<file path="src/rtl/seg_pkg.sv">
// seg_pkg: shared definitions for the seven-segment scan display.
//   DIGIT_W       width of one digit code
//   seg_t         7-bit segment vector, bit order g..a, active-low
//   SEG_*         active-low glyph constants
//   slot_state_t  per-slot scan state (anode-off gap, then drive)
package seg_pkg;

    localparam int DIGIT_W = 5;

    typedef logic [6:0] seg_t;

    localparam seg_t SEG_0     = 7'b1000000;
    localparam seg_t SEG_1     = 7'b1111001;
    localparam seg_t SEG_2     = 7'b0100100;
    localparam seg_t SEG_3     = 7'b0110000;
    localparam seg_t SEG_4     = 7'b0011001;
    localparam seg_t SEG_5     = 7'b0010010;
    localparam seg_t SEG_6     = 7'b0000010;
    localparam seg_t SEG_7     = 7'b1111000;
    localparam seg_t SEG_8     = 7'b0000000;
    localparam seg_t SEG_9     = 7'b0010000;
    localparam seg_t SEG_A     = 7'b0001000;
    localparam seg_t SEG_B     = 7'b0000011;
    localparam seg_t SEG_C     = 7'b1000110;
    localparam seg_t SEG_D     = 7'b0100001;
    localparam seg_t SEG_E     = 7'b0000110;
    localparam seg_t SEG_F     = 7'b0001110;
    localparam seg_t SEG_BLANK = 7'b1111111;

    typedef enum logic {
        ST_BLANK,
        ST_DRIVE
    } slot_state_t;

endpackage

</file>
<file path="src/rtl/seg_scan_display_if.sv">
// seg_scan_display_if: digit-source <-> display-driver bundle.
//   digits      flat 5-bit codes, digit i at [5*i+4:5*i], digit 0 leftmost
//   dp_mask     decimal-point enables
//   adj         adjust mode (enables blinking)
//   blink_mask  per-digit blink enables
//   seg/dp/an   active-low segment, decimal point and anode outputs
// master: the digit source; slave: the display driver.
interface seg_scan_display_if #(
    parameter int NUM_DIGITS = 4
);
    import seg_pkg::*;

    logic [DIGIT_W*NUM_DIGITS-1:0] digits;
    logic [NUM_DIGITS-1:0]         dp_mask;
    logic                          adj;
    logic [NUM_DIGITS-1:0]         blink_mask;
    seg_t                          seg;
    logic                          dp;
    logic [NUM_DIGITS-1:0]         an;

    modport master (
        output digits, dp_mask, adj, blink_mask,
        input  seg, dp, an
    );

    modport slave (
        input  digits, dp_mask, adj, blink_mask,
        output seg, dp, an
    );

endinterface

</file>
<file path="src/rtl/seg_decode.sv">
// seg_decode: combinational 5-bit digit code -> active-low seg_t glyph.
//   code  in  DIGIT_W  digit code
//   seg   out 7        segments g..a, active-low
// Codes 0-9 are decimal digits. Codes 10-15 render A,b,C,d,E,F only when
// SEG_SCAN_HEX_EN is defined, otherwise blank. Codes 16-31 are always blank.
module seg_decode
    import seg_pkg::*;
(
    input  logic [DIGIT_W-1:0] code,
    output seg_t               seg
);

    always_comb begin
        seg = SEG_BLANK;
        case (code)
            5'd0:    seg = SEG_0;
            5'd1:    seg = SEG_1;
            5'd2:    seg = SEG_2;
            5'd3:    seg = SEG_3;
            5'd4:    seg = SEG_4;
            5'd5:    seg = SEG_5;
            5'd6:    seg = SEG_6;
            5'd7:    seg = SEG_7;
            5'd8:    seg = SEG_8;
            5'd9:    seg = SEG_9;
`ifdef SEG_SCAN_HEX_EN
            5'd10:   seg = SEG_A;
            5'd11:   seg = SEG_B;
            5'd12:   seg = SEG_C;
            5'd13:   seg = SEG_D;
            5'd14:   seg = SEG_E;
            5'd15:   seg = SEG_F;
`endif
            default: seg = SEG_BLANK;
        endcase
    end

endmodule

</file>
<file path="src/rtl/seg_scan_display.sv">
// seg_scan_display: time-multiplexed seven-segment driver with an anode-off
// blanking gap at the start of every digit slot and per-digit blinking.
//   clk  in   system clock
//   rst  in   asynchronous active-high reset
//   bus  slave seg_scan_display_if (digits, dp_mask, adj, blink_mask in;
//             seg, dp, an out, all outputs registered, active-low)
// Hex glyphs for codes 10-15 are enabled by defining SEG_SCAN_HEX_EN.
module seg_scan_display
    import seg_pkg::*;
#(
    parameter int NUM_DIGITS   = 4,
    parameter int REFRESH_DIV  = 100000,
    parameter int BLANK_CYCLES = 1000,
    parameter int BLINK_DIV    = 25000000
) (
    input  logic             clk,
    input  logic             rst,
    seg_scan_display_if.slave bus
);

    localparam int CNT_W = (REFRESH_DIV > 1) ? $clog2(REFRESH_DIV) : 1;
    localparam int IDX_W = $clog2(NUM_DIGITS);
    localparam int BLK_W = (BLINK_DIV > 1) ? $clog2(BLINK_DIV) : 1;

    localparam logic [CNT_W-1:0] CNT_LAST = CNT_W'(REFRESH_DIV - 1);
    localparam logic [CNT_W-1:0] CNT_PRE  = CNT_W'(BLANK_CYCLES - 1);
    localparam logic [IDX_W-1:0] IDX_LAST = IDX_W'(NUM_DIGITS - 1);
    localparam logic [BLK_W-1:0] BLK_LAST = BLK_W'(BLINK_DIV - 1);

    slot_state_t           state;
    logic [CNT_W-1:0]      cnt;
    logic [IDX_W-1:0]      idx;
    logic [BLK_W-1:0]      blk_cnt;
    logic                  phase;

    logic [DIGIT_W-1:0]    cur_code;
    seg_t                  cur_seg;
    logic                  cur_sup;
    logic [NUM_DIGITS-1:0] an_drive;

    // Live selection of the current digit; only captured on DRIVE entry,
    // so the seg/dp/an registers double as the per-slot holding registers.
    always_comb begin
        cur_code = bus.digits[int'(idx)*DIGIT_W +: DIGIT_W];
        cur_sup  = bus.adj & bus.blink_mask[idx] & ~phase;
        an_drive = '1;
        an_drive[idx] = cur_sup;
    end

    seg_decode u_decode (
        .code (cur_code),
        .seg  (cur_seg)
    );

    always_ff @(posedge clk or posedge rst) begin
        if (rst) begin
            state   <= ST_BLANK;
            cnt     <= '0;
            idx     <= '0;
            bus.seg <= SEG_BLANK;
            bus.dp  <= 1'b1;
            bus.an  <= '1;
        end else begin
            if (cnt == CNT_LAST) begin
                cnt <= '0;
                idx <= (idx == IDX_LAST) ? '0 : idx + 1'b1;
            end else begin
                cnt <= cnt + 1'b1;
            end

            case (state)
                ST_BLANK: begin
                    if (cnt == CNT_PRE) begin
                        state   <= ST_DRIVE;
                        bus.seg <= cur_seg;
                        bus.dp  <= ~bus.dp_mask[idx];
                        bus.an  <= an_drive;
                    end
                end
                ST_DRIVE: begin
                    // seg/dp hold through the gap; only the anodes go off
                    if (cnt == CNT_LAST) begin
                        state  <= ST_BLANK;
                        bus.an <= '1;
                    end
                end
                default: state <= ST_BLANK;
            endcase
        end
    end

    // Blink phase: held on while adj is low, toggles every BLINK_DIV cycles
    always_ff @(posedge clk or posedge rst) begin
        if (rst) begin
            blk_cnt <= '0;
            phase   <= 1'b1;
        end else if (!bus.adj) begin
            blk_cnt <= '0;
            phase   <= 1'b1;
        end else if (blk_cnt == BLK_LAST) begin
            blk_cnt <= '0;
            phase   <= ~phase;
        end else begin
            blk_cnt <= blk_cnt + 1'b1;
        end
    end

endmodule

</file>
<file path="src/flat_wrapper.sv">
// flat-port wrapper written by rule: the top's interface ports become plain ports
module seg_scan_display_flat import seg_pkg::*;
#(
    parameter int NUM_DIGITS   = 4,
    parameter int REFRESH_DIV  = 100000,
    parameter int BLANK_CYCLES = 1000,
    parameter int BLINK_DIV    = 25000000
)
  (clk, rst, bus_digits, bus_dp_mask, bus_adj, bus_blink_mask, bus_seg, bus_dp, bus_an);
  seg_scan_display_if #(.NUM_DIGITS(NUM_DIGITS)) bus_i ();
  input  logic clk;
  input  logic rst;
  input wire logic [$bits(bus_i.digits)-1:0] bus_digits;
  input wire logic [$bits(bus_i.dp_mask)-1:0] bus_dp_mask;
  input wire logic [$bits(bus_i.adj)-1:0] bus_adj;
  input wire logic [$bits(bus_i.blink_mask)-1:0] bus_blink_mask;
  output wire logic [$bits(bus_i.seg)-1:0] bus_seg;
  output wire logic [$bits(bus_i.dp)-1:0] bus_dp;
  output wire logic [$bits(bus_i.an)-1:0] bus_an;
  assign bus_i.digits = bus_digits;
  assign bus_i.dp_mask = bus_dp_mask;
  assign bus_i.adj = bus_adj;
  assign bus_i.blink_mask = bus_blink_mask;
  assign bus_seg = bus_i.seg;
  assign bus_dp = bus_i.dp;
  assign bus_an = bus_i.an;
  seg_scan_display #(.NUM_DIGITS(NUM_DIGITS), .REFRESH_DIV(REFRESH_DIV), .BLANK_CYCLES(BLANK_CYCLES), .BLINK_DIV(BLINK_DIV)) u_core (.clk(clk), .rst(rst), .bus(bus_i));
endmodule
</file>
<file path="config.mk">
export PLATFORM = sky130hd
export DESIGN_NAME = seg_scan_display_flat
export DESIGN_NICKNAME = d
export VERILOG_FILES = /design/src/rtl/seg_pkg.sv /design/src/rtl/seg_scan_display_if.sv /design/src/rtl/seg_decode.sv /design/src/rtl/seg_scan_display.sv /design/src/flat_wrapper.sv
export SDC_FILE = /design/constraint.sdc
export NUM_CORES = 1
export LEC_CHECK = 0
export BUFFER_PORTS_ARGS = -buffer_cell sky130_fd_sc_hd__buf_2
export CORE_ASPECT_RATIO = 0.75
export CORE_MARGIN = 2
export CORE_UTILIZATION = 61
export DETAILED_ROUTE_END_ITERATION = 12
export GPL_TIMING_DRIVEN = 0
export PLACE_DENSITY = 0.9
export SETUP_SLACK_MARGIN = 0.15
export SYNTH_ARGS = -nofsm -noshare
export SYNTH_HDL_FRONTEND = slang
export SYNTH_SLANG_ARGS = --single-unit
</file>
<file path="constraint.sdc">
create_clock -name clk -period 5.4 [get_ports clk]
set_input_delay 1.35 -clock clk [delete_from_list [all_inputs] [get_ports clk]]
set_output_delay 1.35 -clock clk [all_outputs]
set_load 0.02 [all_outputs]
</file>
# [After elaboration in Yosys (flattened, before gate mapping)]
# Memories as Yosys holds them, arrays and structs flattened.
# Cells that the tools add are included.
# Widths: inputs -> output; s select.
[op_classes] n_mux=19 n_bitwise=7 addsub=3 shift=1 reduce_logical=3 order_cmp=2 multipliers=1 n_eq_ne=7
[op_table] cell="$mux 25" count=2
[op_table] cell="$shiftx 20x32->5" count=1
[op_table] cell="$add 25x1->25 const B" count=1
[op_table] cell="$eq 25x25->1 const B" count=1
[op_table] cell="$add 17x1->17 const B" count=1
[op_table] cell="$eq 17x10->1 const B" count=1
[op_table] cell="$eq 17x17->1 const B" count=1
[op_table] cell="$mux 17" count=1
[op_table] cell="$mux 4" count=2
[op_table] cell="$pmux 4 s2" count=1
[op_table] cell="$mux 1" count=7
[op_table] cell="$mux 7" count=1
[op_table] cell="$mul 2x3->5 const B" count=1
[op_table] cell="$bmux 1 s2" count=2
[op_table] cell="$ne 2x1->1 const B" count=2
[op_table] cell="$not 4->4" count=1
[op_table] cell="$or 4x4->4" count=1
[op_table] cell="$reduce_and 2->1" count=2
[op_table] cell="$lt 2x3->1 const B" count=1
[op_table] cell="$not 1->1" count=3
[op_table] cell="$add 2x1->2 const B" count=1
[op_table] cell="$and 1x1->1" count=2
[op_table] cell="$demux 1 s2" count=1
[op_table] cell="$eq 2x2->1 const B" count=1
[op_table] cell="5 further kinds" count=5
[totals] mem_count=1 wordCells=52 mem_bits_ro=112 out_inout_bits=12 input_bits=31 ff_bits=58
[memory_table] name="(no name shown)" depth=16 word_bits=7 rd=1 rd_ports_with_merged_regs=0 wr=0 line="seg_decode.sv:15" rtl="case (code)"

# [Longest topological paths before layout]
[depth] depth_word=8 ltp_mapped=8 mapped_depth_nobuf=7

# [Hierarchy]
# Synthesis repeated with hierarchy kept, for this count alone.
[unflattened] cells_unflattened=305 area_unflattened_um2=3259.4
[modules_own_cells] module="seg_scan_display" cells_per_inst=272 seq_area_each_um2=1467.7 area_each_um2=3022.9 instances=1
[modules_own_cells] module="seg_decode" cells_per_inst=33 seq_area_each_um2=0.0 area_each_um2=236.5 instances=1

# [Worst setup path before layout]
# No wires, ideal clock.
[synth_timing] path_type="input to register" start="input bus_digits[16]" end="register u_core.bus.seg[5]" path_buffers=0 cell_stages=7 required_time_ps=5315 path_slack_ps=2682 arrival_ps=2634 setup_ps=85 path_cell_list="mux4_2 -> inv_1 -> ha_1 -> inv_1 -> nor2_1 -> o211ai_1 -> mux2_1"
[synth_between] elab_chain_cells=3
[synth_lines] element="from (decl)" line="flat_wrapper.sv:13" rtl="input wire logic [$bits(bus_i.digits)-1:0] bus_digits;"
[synth_lines] element="$shiftx 20x32->5 *" line="seg_scan_display.sv:44" rtl="cur_code = bus.digits[int'(idx)*DIGIT_W +: DIGIT_W];"
[synth_lines] element="$mem_v2 16x7"
[synth_lines] element="$mux 7 *" line="seg_decode.sv:15"
[synth_lines] element="to (signal assigned)" line="seg_scan_display.sv:75" rtl="bus.seg <= cur_seg;"
[synth_lines] element="to (decl)" line="seg_scan_display_if.sv:28" rtl="output seg, dp, an"
# Every way passes the cells marked *; elsewhere a longest branch is shown, timed or not.
# A chain may end at the register's enable or synchronous reset.

# [Worst setup path in the final report]
# Same ends and word-level chain as after synthesis.

==> out/results.tsv <==
stage	metric	value	unit
global_routing	first-pass GRT wire length	13.0	mm
die	Die X	88	um
sta	fin. max-slew vios	0	
synthesis	Synthesized Nets	358	
power	NetSw	200	uW
sta	final hold viol count	0	
die	core area	4980	um^2
finish	commonest non-fill, non-tap cell in the layout	buf_2	
worst_setup_path	worst-path fanout max	4	
worst_hold_path	hold depth	1	
sta	worst-margin pin slew	891	ps
synthesis	Cells after Synth	316	
finish	most frequent cells in the layout	46 x buf_2, 45 x dfrtp_1, 24 x nor2_1	
synthesis	Mapped Area	3230	um^2
worst_setup_path	CP required	5670	ps
power	Pint	660	uW
finish	diode count	0	
die	Die Area	5900	um^2
drt	Initial DRC Count	245	
synthesis	sequential area share after synthesis	0.455	
clocking	Clock Path Buffers	2	
run_status	status	completed	
finish	fin nets	412	
power	maximum VDD drop	0.171	mV
drt	WL/cell	17.4	um
sta	setup TNS	0	ps
global_routing	number of global-route vias before repair	2744	
synthesis	syn avg cell area	10.2	um^2
sta	max_slew headroom	0.400	
synthesis	synth warn	0	
synthesis	Post-synth top flop	dfrtp_1	
drt	Via density	6.17	
worst_setup_path	Worst setup EP type	flop	
power	clock network power share	0.433	
synthesis	Yosys cell types	50	
finish	P&R area growth vs syn	15.6	%
sta	Setup Viol. Count Final	0	
worst_setup_path	Worst R2R Path Depth	8	
place	DP Wirelength	5.24	mm
place	PortBufs	42	
clocking	CTS tree	done	
clocking	later-pin clock latency in the skew report	340	ps
sta	fin crit period	2680	ps
worst_hold_path	HP Class	flop to flop	
finish	Multi-input gate area	1640	um^2
sta	unrepaired setup endpoints after global routing	false	
clocking	Clock Sinks	58	
clocking	Post-CTS Setup Bufs	0	
power	Pleak	1.61	nW
power	total power divided by cell area	230	nW/um^2
worst_setup_path	Worst setup SP type	primary input	
drt	via count	2760	
drt	Detailed Routing Iterations Pass 1	5	
worst_setup_path	WS Path Type	primary input to flop	
clocking	post-CTS resize count	0	
synthesis	EDFF count, synth	0	
sta	worst clock skew	6.45	ps
clocking	total CTS buffers	9	
power	Sw Share	0.232	
clocking	Hold Buf Count CTS	0	
clocking	clk root buf	clkbuf_8	
worst_setup_path	crit path DAT	2950	ps
clocking	Worst-path clk slew	70	ps
global_routing	largest net degree at the start of global routing	35	
synthesis	Seq cells post-synth	58	
power	Logic pwr share	0.056	
place	gp weighted congestion	0.858	
finish	fill count	338	
global_routing	Total GRT Usage	0.299	
synthesis	Async S/R FF share, synth	1.00	
drt	antenna violation net count after detailed routing	0	
die	Rows	22	
die	Die Y	67	um
global_routing	remaining global-route overflow	0	
sta	Final period util	0.496	
global_routing	initial antenna violation count	0	
flow_run	Max-Cap Viols	0	
drt	DRC errors left	0	
die	IO Pins	43	
power	Seq pwr share	0.510	
finish	Seq. cell area	1470	um^2
sta	hold_ws	475	ps
drt	final WL	7.80	mm
finish	layout cells sized above 1	0.259	
die	Starting Density	0.648	
sta	FMAX	0.373	GHz
clocking	CTS H-tree lvls	3	
[flip-flops by register name (all words and copies together) (netlist names)]
name / count
u_core.blk_cnt: 25
u_core.bus.an: 4
u_core.bus.dp: 1
u_core.bus.seg: 7
u_core.cnt: 17
u_core.idx: 2
u_core.phase: 1
u_core.state: 1
[cells in the mapped netlist (6+ instances only)]
master	number	area share
and4_1	7	0.019
dfstp_2	13	0.11
o31ai_1	6	0.014
nand4_1	10	0.019
nor2_1	24	0.028
inv_1	14	0.016
xor2_1	14	0.038
nand2_1	23	0.027
clkbuf_1	9	0.010
nand3_1	16	0.025
dfrtp_1	45	0.35
a21oi_1	22	0.034
o21ai_0	7	0.011
mux4_2	6	0.042
or4_1	7	0.016
ha_1	11	0.043
a31oi_1	7	0.014
or3_1	9	0.017
xnor2_1	10	0.027
[critical path, stage by stage]
cell and delay (ps):
buf_2 90, mux4_2 510, inv_1 150, ha_1 170
inv_1 50, nor2_1 160, o211ai_1 140, mux2_1 320
[worst paths after layout]
kind	start	endpoint	slack, ps
max	bus_digits[16]	u_core.bus.seg[5]	2720
min	u_core.blk_cnt[0]	u_core.blk_cnt[0]	470
max reg2reg	u_core.idx[0]	u_core.bus.seg[5]	3070
min reg2reg	u_core.blk_cnt[0]	u_core.blk_cnt[0]	470
max in group asynchronous	rst	u_core.bus.seg[3]	3720
min in group asynchronous	rst	u_core.blk_cnt[10]	1050
[layout make-up]
| type | instances | share of cell area |
|---|---|---|
| plain buffers | 14 | 0.0164 |
| flip-flops and latches | 58 | 0.393 |
| clock inverters | 2 | 0.00268 |
| well taps | 72 | 0.0241 |
| multi-input cells | 229 | 0.440 |
| repair buffers | 43 | 0.0617 |
| clock buffers | 14 | 0.0463 |
| inverters | 15 | 0.0151 |
[logic make-up after synthesis]
family	Yosys count	synth area share
flip-flops	58	0.455
AND/OR/NAND/NOR	123	0.217
multiplexers	18	0.0864
XOR/XNOR	24	0.0651
AO/OA/AOI/OAI	53	0.0977
adder cells (fa/ha/maj)	11	0.0426
buffers and inverters	29	0.0364
[metrics by stage]
step                      setup WS [ps]  cells  utilization  instance area (um^2)  total power [mW]
final                              2720    447        0.749                  3730             0.860
after global routing               2660    447        0.749                  3730             0.892
after CTS                          2760    447        0.749                  3730             0.861
after detailed placement           2440    431        0.712                  3550             0.493
after global placement             1950    430        0.708                  3530             0.489
after floorplan                    2640    316            -                  3230             0.472
[metal layers]
| metal | routed length [um] | global-route usage | vias to the layer above |
|---|---|---|---|
| li1 | - | - | 1242 |
| met1 | 3120 | 0.381 | 1325 |
| met2 | 3760 | 0.476 | 164 |
| met3 | 626 | 0.0867 | 29 |
| met4 | 287 | 0.133 | 0 |
| met5 | 0 | 0 | - |
[power by group through the flow]
stage	Combinational, mW	Clock [mW]	Sequential [mW]
floorplan	0.0264	0	0.446
global placement	0.0426	0	0.446
detailed placement	0.0466	0	0.446
CTS	0.0485	0.374	0.439
global route	0.0529	0.401	0.439
finish	0.0486	0.373	0.439
No activity file was read; power rests on OpenSTA's default activity.
